## src/rtl/cube_pkg.sv

```systemverilog
// Shared defaults, scan state encoding and width helpers for the LED cube scanner.
package cube_pkg;

    localparam int DEF_LAYERS    = 4;
    localparam int DEF_BPL       = 2;
    localparam int DEF_BASE_ADDR = 20;
    localparam int DEF_DWELL     = 8;
    localparam int DEF_BLANK     = 2;

    typedef enum logic [1:0] {
        ST_IDLE  = 2'd0,
        ST_FETCH = 2'd1,
        ST_BLANK = 2'd2,
        ST_SHOW  = 2'd3
    } scan_state_e;

    function automatic int col_w(input int bpl);
        return 8 * bpl;
    endfunction

    // Width of a counter that must hold values 0..max_val (never narrower than 1 bit).
    function automatic int cnt_w(input int max_val);
        return (max_val < 1) ? 1 : $clog2(max_val + 1);
    endfunction

endpackage

```

## src/rtl/cube_fetch_seq.sv

```systemverilog
// Reads one layer's bytes from frame memory over req/gnt into a shadow register.
module cube_fetch_seq
    import cube_pkg::*;
#(
    parameter int BPL       = DEF_BPL,
    parameter int BASE_ADDR = DEF_BASE_ADDR,
    parameter int LYR_W     = 2
) (
    input  logic                 clk,
    input  logic                 rst_n,
    input  logic                 start,
    input  logic [LYR_W-1:0]     layer,
    input  logic                 gnt,
    input  logic [7:0]           dout,
    output logic                 req,
    output logic [7:0]           addr,
    output logic [8*BPL-1:0]     shadow_nxt,
    output logic                 done
);

    localparam int IDX_W = cnt_w(BPL - 1);

    logic [IDX_W-1:0]   idx;
    logic [8*BPL-1:0]   shadow;
    logic               capture;
    logic               last;

    assign capture = req && gnt;
    assign last    = (idx == IDX_W'(BPL - 1));
    // done is combinational so the top can load the complete layer on the final grant edge.
    assign done    = capture && last;

    always_comb begin
        shadow_nxt = shadow;
        if (capture) begin
            shadow_nxt[8*int'(idx) +: 8] = dout;
        end
    end

    always_ff @(posedge clk or negedge rst_n) begin
        if (!rst_n) begin
            req    <= 1'b0;
            addr   <= 8'd0;
            idx    <= '0;
            shadow <= '0;
        end else if (start) begin
            req  <= 1'b1;
            idx  <= '0;
            addr <= 8'(BASE_ADDR + BPL * int'(layer));
        end else if (capture) begin
            shadow <= shadow_nxt;
            if (last) begin
                req <= 1'b0;
                idx <= '0;
            end else begin
                idx  <= idx + 1'b1;
                addr <= addr + 8'd1;
            end
        end
    end

endmodule

```

## src/rtl/cube_layer_scan.sv

```systemverilog
// Layer-multiplexed LED cube scanner: fetch a layer, blank, then light it for a fixed dwell.
module cube_layer_scan
    import cube_pkg::*;
#(
    parameter int LAYERS    = DEF_LAYERS,
    parameter int BPL       = DEF_BPL,
    parameter int BASE_ADDR = DEF_BASE_ADDR,
    parameter int DWELL     = DEF_DWELL,
    parameter int BLANK     = DEF_BLANK,
    localparam int COL_W    = col_w(BPL)
) (
    input  logic              clk,
    input  logic              rst_n,
    input  logic              en,
    output logic              mem_req,
    input  logic              mem_gnt,
    output logic [7:0]        mem_addr,
    input  logic [7:0]        mem_dout,
    output logic [LAYERS-1:0] layer_sel,
    output logic [COL_W-1:0]  col_data,
    output logic              frame_done,
    output logic              busy
);

    localparam int LYR_W = cnt_w(LAYERS - 1);
    localparam int CNT_W = cnt_w((DWELL > BLANK) ? DWELL : BLANK);

    if (BASE_ADDR + LAYERS * BPL > 256 || DWELL < 1 || BLANK < 1) begin : g_bad_params
        $error("cube_layer_scan: frame window exceeds memory or DWELL/BLANK below 1");
    end

    scan_state_e        state, state_nxt;
    logic [LYR_W-1:0]   layer, layer_nxt;
    logic [CNT_W-1:0]   cnt, cnt_nxt;
    logic [LAYERS-1:0]  sel_nxt;
    logic [COL_W-1:0]   col_nxt;
    logic [COL_W-1:0]   shadow_nxt;
    logic               done_nxt;
    logic               start;
    logic               fetch_done;

    cube_fetch_seq #(
        .BPL       (BPL),
        .BASE_ADDR (BASE_ADDR),
        .LYR_W     (LYR_W)
    ) u_fetch (
        .clk        (clk),
        .rst_n      (rst_n),
        .start      (start),
        .layer      (layer_nxt),
        .gnt        (mem_gnt),
        .dout       (mem_dout),
        .req        (mem_req),
        .addr       (mem_addr),
        .shadow_nxt (shadow_nxt),
        .done       (fetch_done)
    );

    always_comb begin
        state_nxt = state;
        layer_nxt = layer;
        cnt_nxt   = cnt;
        sel_nxt   = layer_sel;
        col_nxt   = col_data;
        done_nxt  = 1'b0;
        case (state)
            ST_IDLE: begin
                sel_nxt = '0;
                col_nxt = '0;
                if (en) begin
                    state_nxt = ST_FETCH;
                    layer_nxt = '0;
                end
            end
            ST_FETCH: begin
                // Previous layer stays lit until the new one is fully captured.
                if (fetch_done) begin
                    state_nxt = ST_BLANK;
                    cnt_nxt   = '0;
                    sel_nxt   = '0;
                    col_nxt   = shadow_nxt;
                end
            end
            ST_BLANK: begin
                if (cnt == CNT_W'(BLANK - 1)) begin
                    state_nxt = ST_SHOW;
                    cnt_nxt   = '0;
                    sel_nxt   = LAYERS'(1) << layer;
                end else begin
                    cnt_nxt = cnt + 1'b1;
                end
            end
            ST_SHOW: begin
                if (cnt == CNT_W'(DWELL - 1)) begin
                    cnt_nxt = '0;
                    if (layer == LYR_W'(LAYERS - 1)) begin
                        layer_nxt = '0;
                        done_nxt  = 1'b1;
                    end else begin
                        layer_nxt = layer + 1'b1;
                    end
                    if (en) begin
                        state_nxt = ST_FETCH;
                    end else begin
                        state_nxt = ST_IDLE;
                        sel_nxt   = '0;
                        col_nxt   = '0;
                    end
                end else begin
                    cnt_nxt = cnt + 1'b1;
                end
            end
            default: state_nxt = ST_IDLE;
        endcase
    end

    assign start = (state_nxt == ST_FETCH) && (state != ST_FETCH);

    always_ff @(posedge clk or negedge rst_n) begin
        if (!rst_n) begin
            state      <= ST_IDLE;
            layer      <= '0;
            cnt        <= '0;
            layer_sel  <= '0;
            col_data   <= '0;
            frame_done <= 1'b0;
            busy       <= 1'b0;
        end else begin
            state      <= state_nxt;
            layer      <= layer_nxt;
            cnt        <= cnt_nxt;
            layer_sel  <= sel_nxt;
            col_data   <= col_nxt;
            frame_done <= done_nxt;
            busy       <= (state_nxt != ST_IDLE);
        end
    end

endmodule
```

## config.mk

```make
export PLATFORM = sky130hd
export DESIGN_NAME = cube_layer_scan
export DESIGN_NICKNAME = d
export VERILOG_FILES = /design/src/rtl/cube_pkg.sv /design/src/rtl/cube_fetch_seq.sv /design/src/rtl/cube_layer_scan.sv
export SDC_FILE = /design/constraint.sdc
export NUM_CORES = 1
export LEC_CHECK = 0
export BUFFER_PORTS_ARGS = -buffer_cell sky130_fd_sc_hd__buf_2
export CAP_MARGIN = 10
export CORE_MARGIN = 2
export CORE_UTILIZATION = 51
export DETAILED_ROUTE_END_ITERATION = 8
export GPL_TIMING_DRIVEN = 0
export PLACE_DENSITY = 0.84
export SLEW_MARGIN = 30
export SYNTH_ARGS = -nofsm -noshare
export SYNTH_HDL_FRONTEND = slang
export SYNTH_HIERARCHICAL = 1
export SYNTH_SLANG_ARGS = --single-unit
```

## constraint.sdc

```tcl
create_clock -name clk -period 2.8 [get_ports clk]
set_input_delay 0.56 -clock clk [delete_from_list [all_inputs] [get_ports clk]]
set_output_delay 0.56 -clock clk [all_outputs]
set_load 0.01 [all_outputs]
```

======== After elaboration in Yosys (flattened, before gate mapping) ========
Index checks and enable logic that the tools add are counted.
storage, ports and cells
  bits in registers ....................... 56
  input port bits ......................... 12
  output and inout port bits .............. 31
  logic and storage cells ................. 85
cells by class
  $add $sub $neg .......................... 6
  equal/unequal tests ..................... 13
  shift operators ......................... 3
  muxes and demuxes ....................... 36
  bitwise operators ....................... 1
  reduce and logical (&&, ||, !) cells .... 15
operators with widths
  kind                                                                     count
  16-bit two-way mux                                                       4
  16-bit case mux with 3 select lines                                      1
  4-bit negator with 33-bit output                                         1
  8-bit by 33-bit variable shift with 16-bit output, first input constant  1
  8-bit by 33-bit variable part select with 16-bit output                  1
  4-bit two-way mux                                                        6
  8-bit two-way mux                                                        3
  16-bit bitwise mux                                                       1
  4-bit case mux with 4 select lines                                       1
  2-bit two-way mux                                                        7
  4-bit case mux with 3 select lines                                       1
  1-bit two-way mux                                                        10
  2-bit != test, second input constant                                     5
  8-bit by 1-bit adder with 8-bit output, second input constant            1
  2-bit case mux with 4 select lines                                       1
  2-bit AND reduction                                                      4
  4-bit AND reduction                                                      2
  5-bit by 3-bit adder with 6-bit output, first input constant             1
  2-bit == test, second input constant                                     3
  2-bit nonzero test                                                       3
  3-bit nonzero test                                                       2
  4-bit by 1-bit adder with 4-bit output, second input constant            1
  2-bit by 1-bit == test with 1-bit output, second input constant          2
  4-bit by 1-bit == test with 1-bit output, second input constant          1
  9 further kinds                                                          11

======== Longest topological paths before layout ========
Gate-level depths: netlist (run 1).
  depth after elaboration ................. 8
  depth in mapped cells ................... 10
  mapped depth without buffers ............ 9

======== Modules after synthesis ========
Netlist (run 1), hierarchy kept.
by module, submodules not included
  module           instances  cells each  area each (um2)  sequential area each (um2)
  cube_layer_scan  1          170         1647.8           750.7
  cube_fetch_seq   1          105         1321.3           650.6

======== Worst setup path after synthesis (run 1) ========
OpenSTA, ideal clock, no wires.
  path kind ............................... input to register
  from .................................... input mem_gnt
  to ...................................... register u_fetch.shadow[10]
  setup time .............................. 0.125 ns
  data arrival time ....................... 2.873 ns
  required time ........................... 2.675 ns
  path slack .............................. -0.198 ns
  stages .................................. 9
  buffers on the path ..................... 1
  cell sequence ........................... buf_2 > nand3_1 > inv_1 > o21bai_1 > a221oi_1 > a41o_1 > a2111oi_2 > nand4b_1 > mux2_2
between the ends
  longest elaborated chain between the ends .. 8
  elaborated cells on any way between the ends .. 9
  classes of those cells .................. 1 x eq/ne; 3 x mux; 1 x bitwise; 4 x reduce/logical
RTL lines
  item                                      RTL line                source
  from (decl)                               cube_layer_scan.sv:16   input logic mem_gnt,
  1-bit logical AND                         cube_fetch_seq.sv:28    assign capture = req && gnt;
  1-bit logical AND                         cube_fetch_seq.sv:31    assign done = capture && last;
  named net fetch_done                      cube_layer_scan.sv:40   logic fetch_done;
  2-bit two-way mux                         cube_layer_scan.sv:77   if (fetch_done) begin
  2-bit case mux with 4 select lines        cube_layer_scan.sv:66   case (state)
  named net state_nxt[1]                    cube_layer_scan.sv:32   scan_state_e state, state_nxt;
  2-bit by 1-bit == test with 1-bit output  cube_layer_scan.sv:117  assign start = (state_nxt == ST_FETCH) && (state != ST_FETCH);
  1-bit logical AND                         cube_layer_scan.sv:117
  named net start                           cube_layer_scan.sv:39   logic start;
  1-bit NOT (no line)                       --
  2-bit AND reduction (no line)             --
  to (signal assigned)                      cube_fetch_seq.sv:51    shadow <= shadow_nxt;
  to (decl)                                 cube_fetch_seq.sv:24    logic [8*BPL-1:0] shadow;
The timed path passes the listed nets, and every way through them passes these cells.
A chain may end at the register's enable or synchronous reset.

======== Final worst setup path (run 1) ========
  from .................................... register u_fetch.req
  to ...................................... register u_fetch.shadow[11]
between the ends
  longest elaborated chain between the ends .. 8
  elaborated cells on any way between the ends .. 9
  classes of those cells .................. 1 x eq/ne; 3 x mux; 1 x bitwise; 4 x reduce/logical
RTL lines
  item                                      RTL line                source
  from (decl)                               cube_fetch_seq.sv:15    output logic req,
  from (signal assigned)                    cube_fetch_seq.sv:42    req <= 1'b0;
  from (signal assigned)                    cube_fetch_seq.sv:47    req <= 1'b1;
  from (signal assigned)                    cube_fetch_seq.sv:53    req <= 1'b0;
  1-bit logical AND                         cube_fetch_seq.sv:28
  1-bit logical AND                         cube_fetch_seq.sv:31
  named net fetch_done                      cube_layer_scan.sv:40
  2-bit two-way mux                         cube_layer_scan.sv:77
  2-bit case mux with 4 select lines        cube_layer_scan.sv:66
  named net state_nxt[1]                    cube_layer_scan.sv:32
  2-bit by 1-bit == test with 1-bit output  cube_layer_scan.sv:117
  1-bit logical AND                         cube_layer_scan.sv:117
  named net start                           cube_layer_scan.sv:39
  1-bit NOT (no line)                       --
  2-bit AND reduction (no line)             --
The timed path passes the listed nets, and every way through them passes these cells.

==> summary.md, run 1 <==
| Metric | Value |
|---|---|
| CORE AREA | 5574 um^2 |
| Finished Cell Area | 3435 um^2 |
| Final hold violation count | 0 |
| Via-to-Cell Ratio | 5.672 |
| Layout area overhead | 15.68% |
| Layout cells sized above 1 | 34.56% |
| Sequential-to-total area share from yosys stat | 47.20% |
| Total clock sinks | 56 |
| Hpwl dp | 4512 um |
| Post-Syn Area | 2969 um^2 |
| CP Class | flip-flop to flip-flop |
| Overall Power | 0.003592 W |
| Post-synth EDFFs | 0 |
| Pwr dens | 1046 nW/um^2 |
| CP startpoint kind | flip-flop |
| Yosys warns | 6 |
| Total grt overflow | 0 |
| TNS Setup | 0 ns |
| WL per Instance | 16.01 um |
| Post-Layout Cell Count | 399 |
| Crit path time final | 2.704 ns |
| Final Max Slew Viols | 0 |
| Starting Density | 53.27% |
| First-pass DRT Iterations | 5 |
| Iteration-0 DRC Markers | 118 |
| Max Cap Violations | 0 |
| Via count | 2263 |
| Crit path DAT | 2.91 ns |
| Clk_skew | 0.01558 ns |
| Number of global-route vias before repair | 2229 |
| Initial antenna violation count | 0 |
| # diodes | 0 |
| IO Pins | 43 |
| Worst-Skew Late Latency | 0.32 ns |
| Die Height | 80.30 um |
| # setup viols final | 0 |
| WHS | 0.2623 ns |
| Rows | 27 |
| Static leakage | 1.645 nW |
| Fill cell count | 455 |
| Critical Path RT | 3.01 ns |
| Fin crit share | 96.58% |
| Reg clk slew, reported paths | 0.11 ns |
| Max Freq | 369.8 MHz |
| Top_reg_cell synth | dfrtp_1 |
| Ys async rst share | 100.0% |
| Mapped Nets | 298 |
| Critical Path End Type | flip-flop |
| VDD IR max | 532.5 uV |
| Hold Crit Class | input pin to async pin |
| #FFs+latches synth | 56 |
| Pin count of the biggest net entering global routing | 57 |
| Clk buf depth | 2 |
| Worst Max-Slew Pin Slew | 0.7075 ns |
| Run status | complete, no violations |
| Crit-path max FO | 10 |
| Root buffer cell | clkbuf_8 |
| Chip width | 80.30 um |
| Most common cell after layout, fill and taps aside | dfrtp_1 |
| Most frequent cells in the layout | dfrtp_1 (56), nand2_1 (47), buf_2 (45), mux2_2 (32), inv_1 (13) |
| GRT Util Overall | 21.19% |
| Placed Area | 3284 um^2 |
| Final ANT Viol Nets | 0 |
| # DRC | 0 |
| Synth cell types | 56 |
| I/O Buffers | 41 |
| Final Wtd Congestion | 0.8637 |
| Nets | 349 |
| Post-CTS Hold Fix Bufs | 0 |
| First-pass GRT wire length | 10580 um |
| Mapped Cells | 275 |
| Routed WL | 6388 um |
| Avg Cell Area, Syn | 10.80 um^2 |
| CTS tree | yes |
| Placed insts | 388 |
| H-Tree Depth | 2 |
| Die Area | 6448 um^2 |
| Relative slew margins | 52.83% |
| TritonCTS buffer count | 5 |
[logic make-up after synthesis]
kind of cell               share of synthesized area, %
AOI/OAI and AO/OA                                 13.19
buffers and inverters                             4.593
adders and majority gates                         4.635
muxes                                             13.19
DFF                                               47.20
and+or+nand+nor                                   16.31
xor gates and xnor gates                         0.8851
[final cells by class]
type / instances / area, um^2 / share of cell area [%]
sequential: 56 / 1401 / 40.80
multi-input combinational: 193 / 1451 / 42.26
clock buffer: 5 / 68.82 / 2.004
buffer: 13 / 90.09 / 2.623
inverter: 13 / 48.80 / 1.421
tap: 72 / 90.09 / 2.623
clock inverter: 3 / 28.78 / 0.8379
timing repair buffer: 44 / 255.2 / 7.432
[critical path: stages (launching register included)]
cell	delay [ns]
dfrtp_1	0.39
buf_2	0.17
nand3_2	0.26
inv_1	0.14
o21bai_1	0.14
a221oi_1	0.09
a41o_1	0.28
a2111oi_4	0.43
nand4b_1	0.22
buf_12	0.15
mux2_2	0.33
[cells in the mapped netlist (2+ instances only)]
| cell | count | share of area, % |
|---|---|---|
| a21o_1 | 2 | 0.51 |
| a21oi_1 | 5 | 0.84 |
| buf_2 | 4 | 0.67 |
| buf_6 | 4 | 1.5 |
| clkbuf_1 | 4 | 0.51 |
| dfrtp_1 | 56 | 47 |
| ha_1 | 11 | 4.6 |
| inv_1 | 13 | 1.6 |
| mux2_2 | 32 | 12 |
| mux2i_1 | 2 | 0.67 |
| nand2_1 | 47 | 5.9 |
| nand3_1 | 4 | 0.67 |
| nand3b_4 | 2 | 1.3 |
| nand4_1 | 2 | 0.42 |
| nand4b_1 | 2 | 0.59 |
| nor2_1 | 7 | 0.89 |
| nor2b_1 | 2 | 0.42 |
| nor3_1 | 4 | 0.67 |
| nor3b_1 | 2 | 0.51 |
| nor4_1 | 3 | 0.63 |
| o21ai_0 | 12 | 2.0 |
| o21ai_1 | 9 | 1.5 |
| o21ai_2 | 7 | 2.1 |
| o21bai_1 | 2 | 0.51 |
| o221ai_1 | 4 | 1.2 |
| or4_1 | 2 | 0.51 |
| xnor2_1 | 2 | 0.59 |
[stage by stage]
step                      util (%)  setup slack, ns
final                        61.62          0.09572
after detailed placement     58.92          -0.3298
after floorplan                  -           0.1165
after global routing         61.62         -0.02997
after CTS                    61.19          0.07250
after global placement       58.88          -0.2716
[routing by layer]
metal,routed length [um],vias to the layer above,GRT usage [%]
met5,0,-,0
met4,78,0,8.136
met3,246,8,4.045
met2,3223,60,35.00
met1,2839,1116,27.59
li1,-,1079,-
[power by group]
| part | switching (W) | total [W] | internal, W | leakage (nW) |
|---|---|---|---|---|
| combinational | 0.00102 | 0.00186 | 0.000836 | 0.881 |
| clock | 0.000298 | 0.000488 | 0.000190 | 0.0511 |
| sequential | 0.000167 | 0.00124 | 0.00108 | 0.713 |
| total | 0.00149 | 0.00359 | 0.00210 | 1.64 |
[path summary, 6_finish.rpt]
kind,slack [ns],startpoint,to,cells past startpoint
min in group clk,0.49,col_data[9],col_data[9],2
max,0.1,u_fetch/req,u_fetch/shadow[11],10
max in group asynchronous,2.04,rst_n,state[1],1
max reg2reg,0.1,u_fetch/req,u_fetch/shadow[11],10
min,0.26,rst_n,frame_done,1
min reg2reg,0.49,col_data[9],col_data[9],2
[state kept, by name, indices dropped and copies added, names as in the netlist]
signal / cells
busy: 1
cnt: 4
col_data: 16
frame_done: 1
u_fetch/idx: 1
layer_sel: 4
state: 2
u_fetch/req: 1
u_fetch/shadow: 16
layer: 2
u_fetch/addr: 8
[what timing repair did]
item	in CTS	in global routing
pin swaps	1	0
endpoints found under the setup margin	12	14
buffers inserted	2	1
resized for setup	1	4
Power figures use the tool's default switching activity.
==> inputs of run 2 (changes only) <==
--- a/config.mk
+++ b/config.mk
@@ -8,12 +8,11 @@
 export BUFFER_PORTS_ARGS = -buffer_cell sky130_fd_sc_hd__buf_2
 export CAP_MARGIN = 10
 export CORE_MARGIN = 2
-export CORE_UTILIZATION = 51
+export CORE_UTILIZATION = 49
 export DETAILED_ROUTE_END_ITERATION = 8
 export GPL_TIMING_DRIVEN = 0
 export PLACE_DENSITY = 0.84
 export SLEW_MARGIN = 30
 export SYNTH_ARGS = -nofsm -noshare
 export SYNTH_HDL_FRONTEND = slang
-export SYNTH_HIERARCHICAL = 1
 export SYNTH_SLANG_ARGS = --single-unit
==> run 2 against run 1 <==
Net effect:
- synthesized cell count fell by 29%
- power down 37%
- sequential power shrank 20%
- core utilization fell by 1.7 points
- register-to-register slack better by 0.19 ns
- sequential cell count shrank 8
- die area is 20% lower
- via count shrank 27%
- clock power is 11% lower
- design area fell by 24%
- sequential share of layout area rose by 4.9 points
- critical endpoint is now u_fetch.shadow[5]
==> summary.md, run 2 <==
| Metric | Value |
|---|---|
| Static leakage | 1.299 nW (-21%) |
| Hpwl dp | 3391 um (-25%) |
| Clk buf depth | 2 (unchanged) |
| Post-Syn Area | 2252 um^2 (-24%) |
| Crit path time final | 2.511 ns (-0.1928 ns) |
| Synth cell count leaders | dfrtp_1 (48), nand2_1 (25), a22o_1 (16), ha_1 (11), mux2_2 (11) |
| CP startpoint kind | flip-flop |
| Count leader, synth | dfrtp_1 |
| Hold Crit Class | input pin to async pin |
| Max Cap Violations | 0 (unchanged) |
| Sequential share of power | 43.7% (+9.0 points) |
| Post-CTS Hold Fix Bufs | 0 (unchanged) |
| Combinational Power Share | 37.1% (-15 points) |
| Avg Cell Area, Syn | 11.61 um^2 (+7.5%) |
| Relative slew margins | 59.82% (+7.0 points) |
| Finished Cell Area | 2626 um^2 (-24%) |
| Nets | 266 (-24%) |
| Ys async rst share | 100.0% (unchanged) |
| Crit path DAT | 2.70 ns (-0.21 ns) |
| Mapped Nets | 217 (-27%) |
| Initial antenna violation count | 0 (unchanged) |
| Clk_skew | 0.008269 ns (-0.007311 ns) |
| Total grt overflow | 0 (unchanged) |
| # setup viols final | 0 (unchanged) |
| Top_reg_cell synth | dfrtp_1 |
| Share of the synthesized area in the top cell type | 53.33% (+6.1 points) |
| Run status | complete, no violations |
| Yosys warns | 0 (-6) |
| Die Height | 71.80 um (-11%) |
| Max reg flops | 16 |
| VDD IR max | 446.1 uV (-16%) |
| Synth area leader | dfrtp_1 |
| First-pass GRT wire length | 7824 um (-26%) |
| Most common cell after layout, fill and taps aside | dfrtp_1 |
| IO Pins | 43 (unchanged) |
| Final Wtd Congestion | 0.7706 (-11%) |
| Switching Fraction | 36.72% (-4.7 points) |
| # DRC | 0 (unchanged) |
| Top post-synthesis cells by area | dfrtp_1 (53%), a22o_1 (6.2%), ha_1 (6.1%) |
| Pwr dens | 865.3 nW/um^2 (-17%) |
| Int Pwr | 0.001438 W (-32%) |
| Delay-heaviest family, CP | compound AO/OA/AOI/OAI gates |
| CP bufs+invs | 1 (-2) |
| I/O Buffers | 42 (+2.4%) |
| Final ANT Viol Nets | 0 (unchanged) |
| TritonCTS buffer count | 5 (unchanged) |
| WL per Instance | 15.84 um (-1.1%) |
| First-pass DRT Iterations | 4 (-1) |
| Post-CTS sizing | 0 (-1) |
| Reg clk slew, reported paths | 0.09 ns (-0.02 ns) |
| Post-synth EDFFs | 0 (unchanged) |
| Layout cells sized above 1 | 29.92% (-4.6 points) |
| Critical-path top delay cell | dfrtp_1 |
| Routed WL | 4689 um (-27%) |
| Total clock sinks | 48 (-14%) |
| Sequential-to-total area share from yosys stat | 53.33% (+6.1 points) |
| Buffer count from post-CTS setup fixing | 0 (-2) |
| Top reg by flops | col_data |
| Synth cell types | 45 (-20%) |
| Slowest stage delay, CP | 0.47 ns (+0.04 ns) |
| Crit-path max FO | 8 (-2) |
| # diodes | 0 (unchanged) |
| Critical Path End Type | flip-flop |
| Via-to-Cell Ratio | 5.601 (-1.2%) |
| Number of global-route vias before repair | 1648 (-26%) |
| Crit-path cells | inv_1 > ha_1 > and2b_1 > a221oi_1 > a31oi_2 > a21oi_4 > mux2_2 |
| Root buffer cell | clkbuf_8 |
| Critical Path RT | 2.99 ns (-0.02 ns) |
| #FFs+latches synth | 48 (-14%) |
| Final hold violation count | 0 (unchanged) |
| Chip width | 71.80 um (-11%) |
| Max Freq | 398.2 MHz (+7.7%) |
| Worst Max-Slew Pin Slew | 0.6027 ns (-0.1048 ns) |
| RSZ-0062 raised after global routing | false |
| CORE AREA | 4384 um^2 (-21%) |
| Die Area | 5155 um^2 (-20%) |
| GRT Util Overall | 19.67% (-1.5 points) |
| Placed Area | 2530 um^2 (-23%) |
| CP Class | flip-flop to flip-flop |
| Via count | 1658 (-27%) |
| TNS Setup | 0 ns (unchanged) |
| Starting Density | 51.37% (-1.9 points) |
| Layout area overhead | 16.61% |
| H-Tree Depth | 2 (unchanged) |
| Fin crit share | 89.70% (-6.9 points) |
| Largest regs | col_data (16), u_fetch.addr (8), u_fetch.shadow (8) |
| CTS tree | yes |
| P_sw | 0.0008344 W (-44%) |
| Worst-Skew Late Latency | 0.30 ns (-0.02 ns) |
| Mapped Cells | 194 (-29%) |
| Final Max Slew Viols | 0 (unchanged) |
| Clock Power Share | 19.1% (+5.5 points) |
| Iteration-0 DRC Markers | 75 (-36%) |
| Pin count of the biggest net entering global routing | 49 (-14%) |
| Most frequent cells in the layout | dfrtp_1 (48), buf_2 (42), nand2_1 (25), a22o_1 (16) |
| Rows | 24 (-11%) |
==> run 2: changes by cell type in the layout (fill, tap and decap cells not counted), moves of 6 or more <==
cell,delta
nand2_1,-22
mux2_2,-21
a22o_1,+16
o21ai_1,-9
dfrtp_1,-8
inv_1,-6
o21ai_2,-6
==> run 2: cell type report <==
class / instances / area (um^2)
Buffer: 6 / 32.53
Tap cell: 52 / 65.06
Clock inverter: 2 / 13.76
Sequential cell: 48 / 1201
Clock buffer: 6 / 82.58
Multi-Input combinational cell: 133 / 992.2
Fill cell: 373 / 1758
Timing Repair Buffer: 42 / 212.7
Inverter: 7 / 26.28
==> run 2: power by group through the flow <==
stage	clock network (W)	logic, W	registers [W]
global route	0.000466	0.000932	0.00102
floorplan	0	0.000553	0.00102
finish	0.000435	0.000844	0.000994
detailed placement	0	0.000841	0.00101
global placement	0	0.000810	0.000992
CTS	0.000440	0.000851	0.000993
==> run 2: path summary, 6_finish.rpt <==
kind	slack (ns)	cells after the start	endpoint	start
worst min-delay path	0.25	1	layer_sel[2]	rst_n
worst min register to register	0.48	2	layer_sel[1]	layer_sel[1]
max in group asynchronous	2.13	1	layer_sel[0]	rst_n
worst max-delay path	0.29	7	u_fetch.shadow[5]	state[1]
min in group clk	0.48	2	layer_sel[1]	layer_sel[1]
worst max register to register	0.29	7	u_fetch.shadow[5]	state[1]
==> run 2: worst register-to-register path, stage by stage (launching register included) <==
cell      delay (ns)
dfrtp_1         0.47
inv_1           0.15
ha_1            0.28
and2b_1         0.26
a221oi_1        0.37
a31oi_2         0.14
a21oi_4         0.35
mux2_2          0.38
==> run 2: metrics by stage <==
stage                     hold WS [ns]  cells  setup WS [ns]  power, W  utilization [%]
after CTS                       0.2846    296         0.2882  0.002283            59.90
after floorplan                 0.2644    194         0.6367  0.001575                -
final                           0.2540    296         0.2885  0.002273            59.90
after global routing            0.3108    296         0.1461  0.002418            59.90
after detailed placement        0.4651    288         0.3653  0.001846            57.71
after global placement          0.4602    288         0.4288  0.001802            57.65
==> run 2: kinds of logic (layout without fill, tap and decap cells) <==
| logic type | count (synthesis) | count (layout) | share of synthesized area (%) |
|---|---|---|---|
| AND/OR/NAND/NOR | 56 | 56 | 11.95 |
| flip-flops | 48 | 48 | 53.33 |
| AO/OA/AOI/OAI | 46 | 46 | 16.78 |
| multiplexers | 14 | 14 | 6.889 |
| buffers and inverters | 13 | 63 | 2.611 |
| adder cells (fa/ha/maj) | 11 | 11 | 6.111 |
| XOR/XNOR | 6 | 6 | 2.334 |
==> run 2: metal layers <==
layer	track usage (%)	part of all wire (%)
met5	0	0
met4	8.595	1.7
met3	3.938	4.2
met2	33.95	49
met1	23.88	45
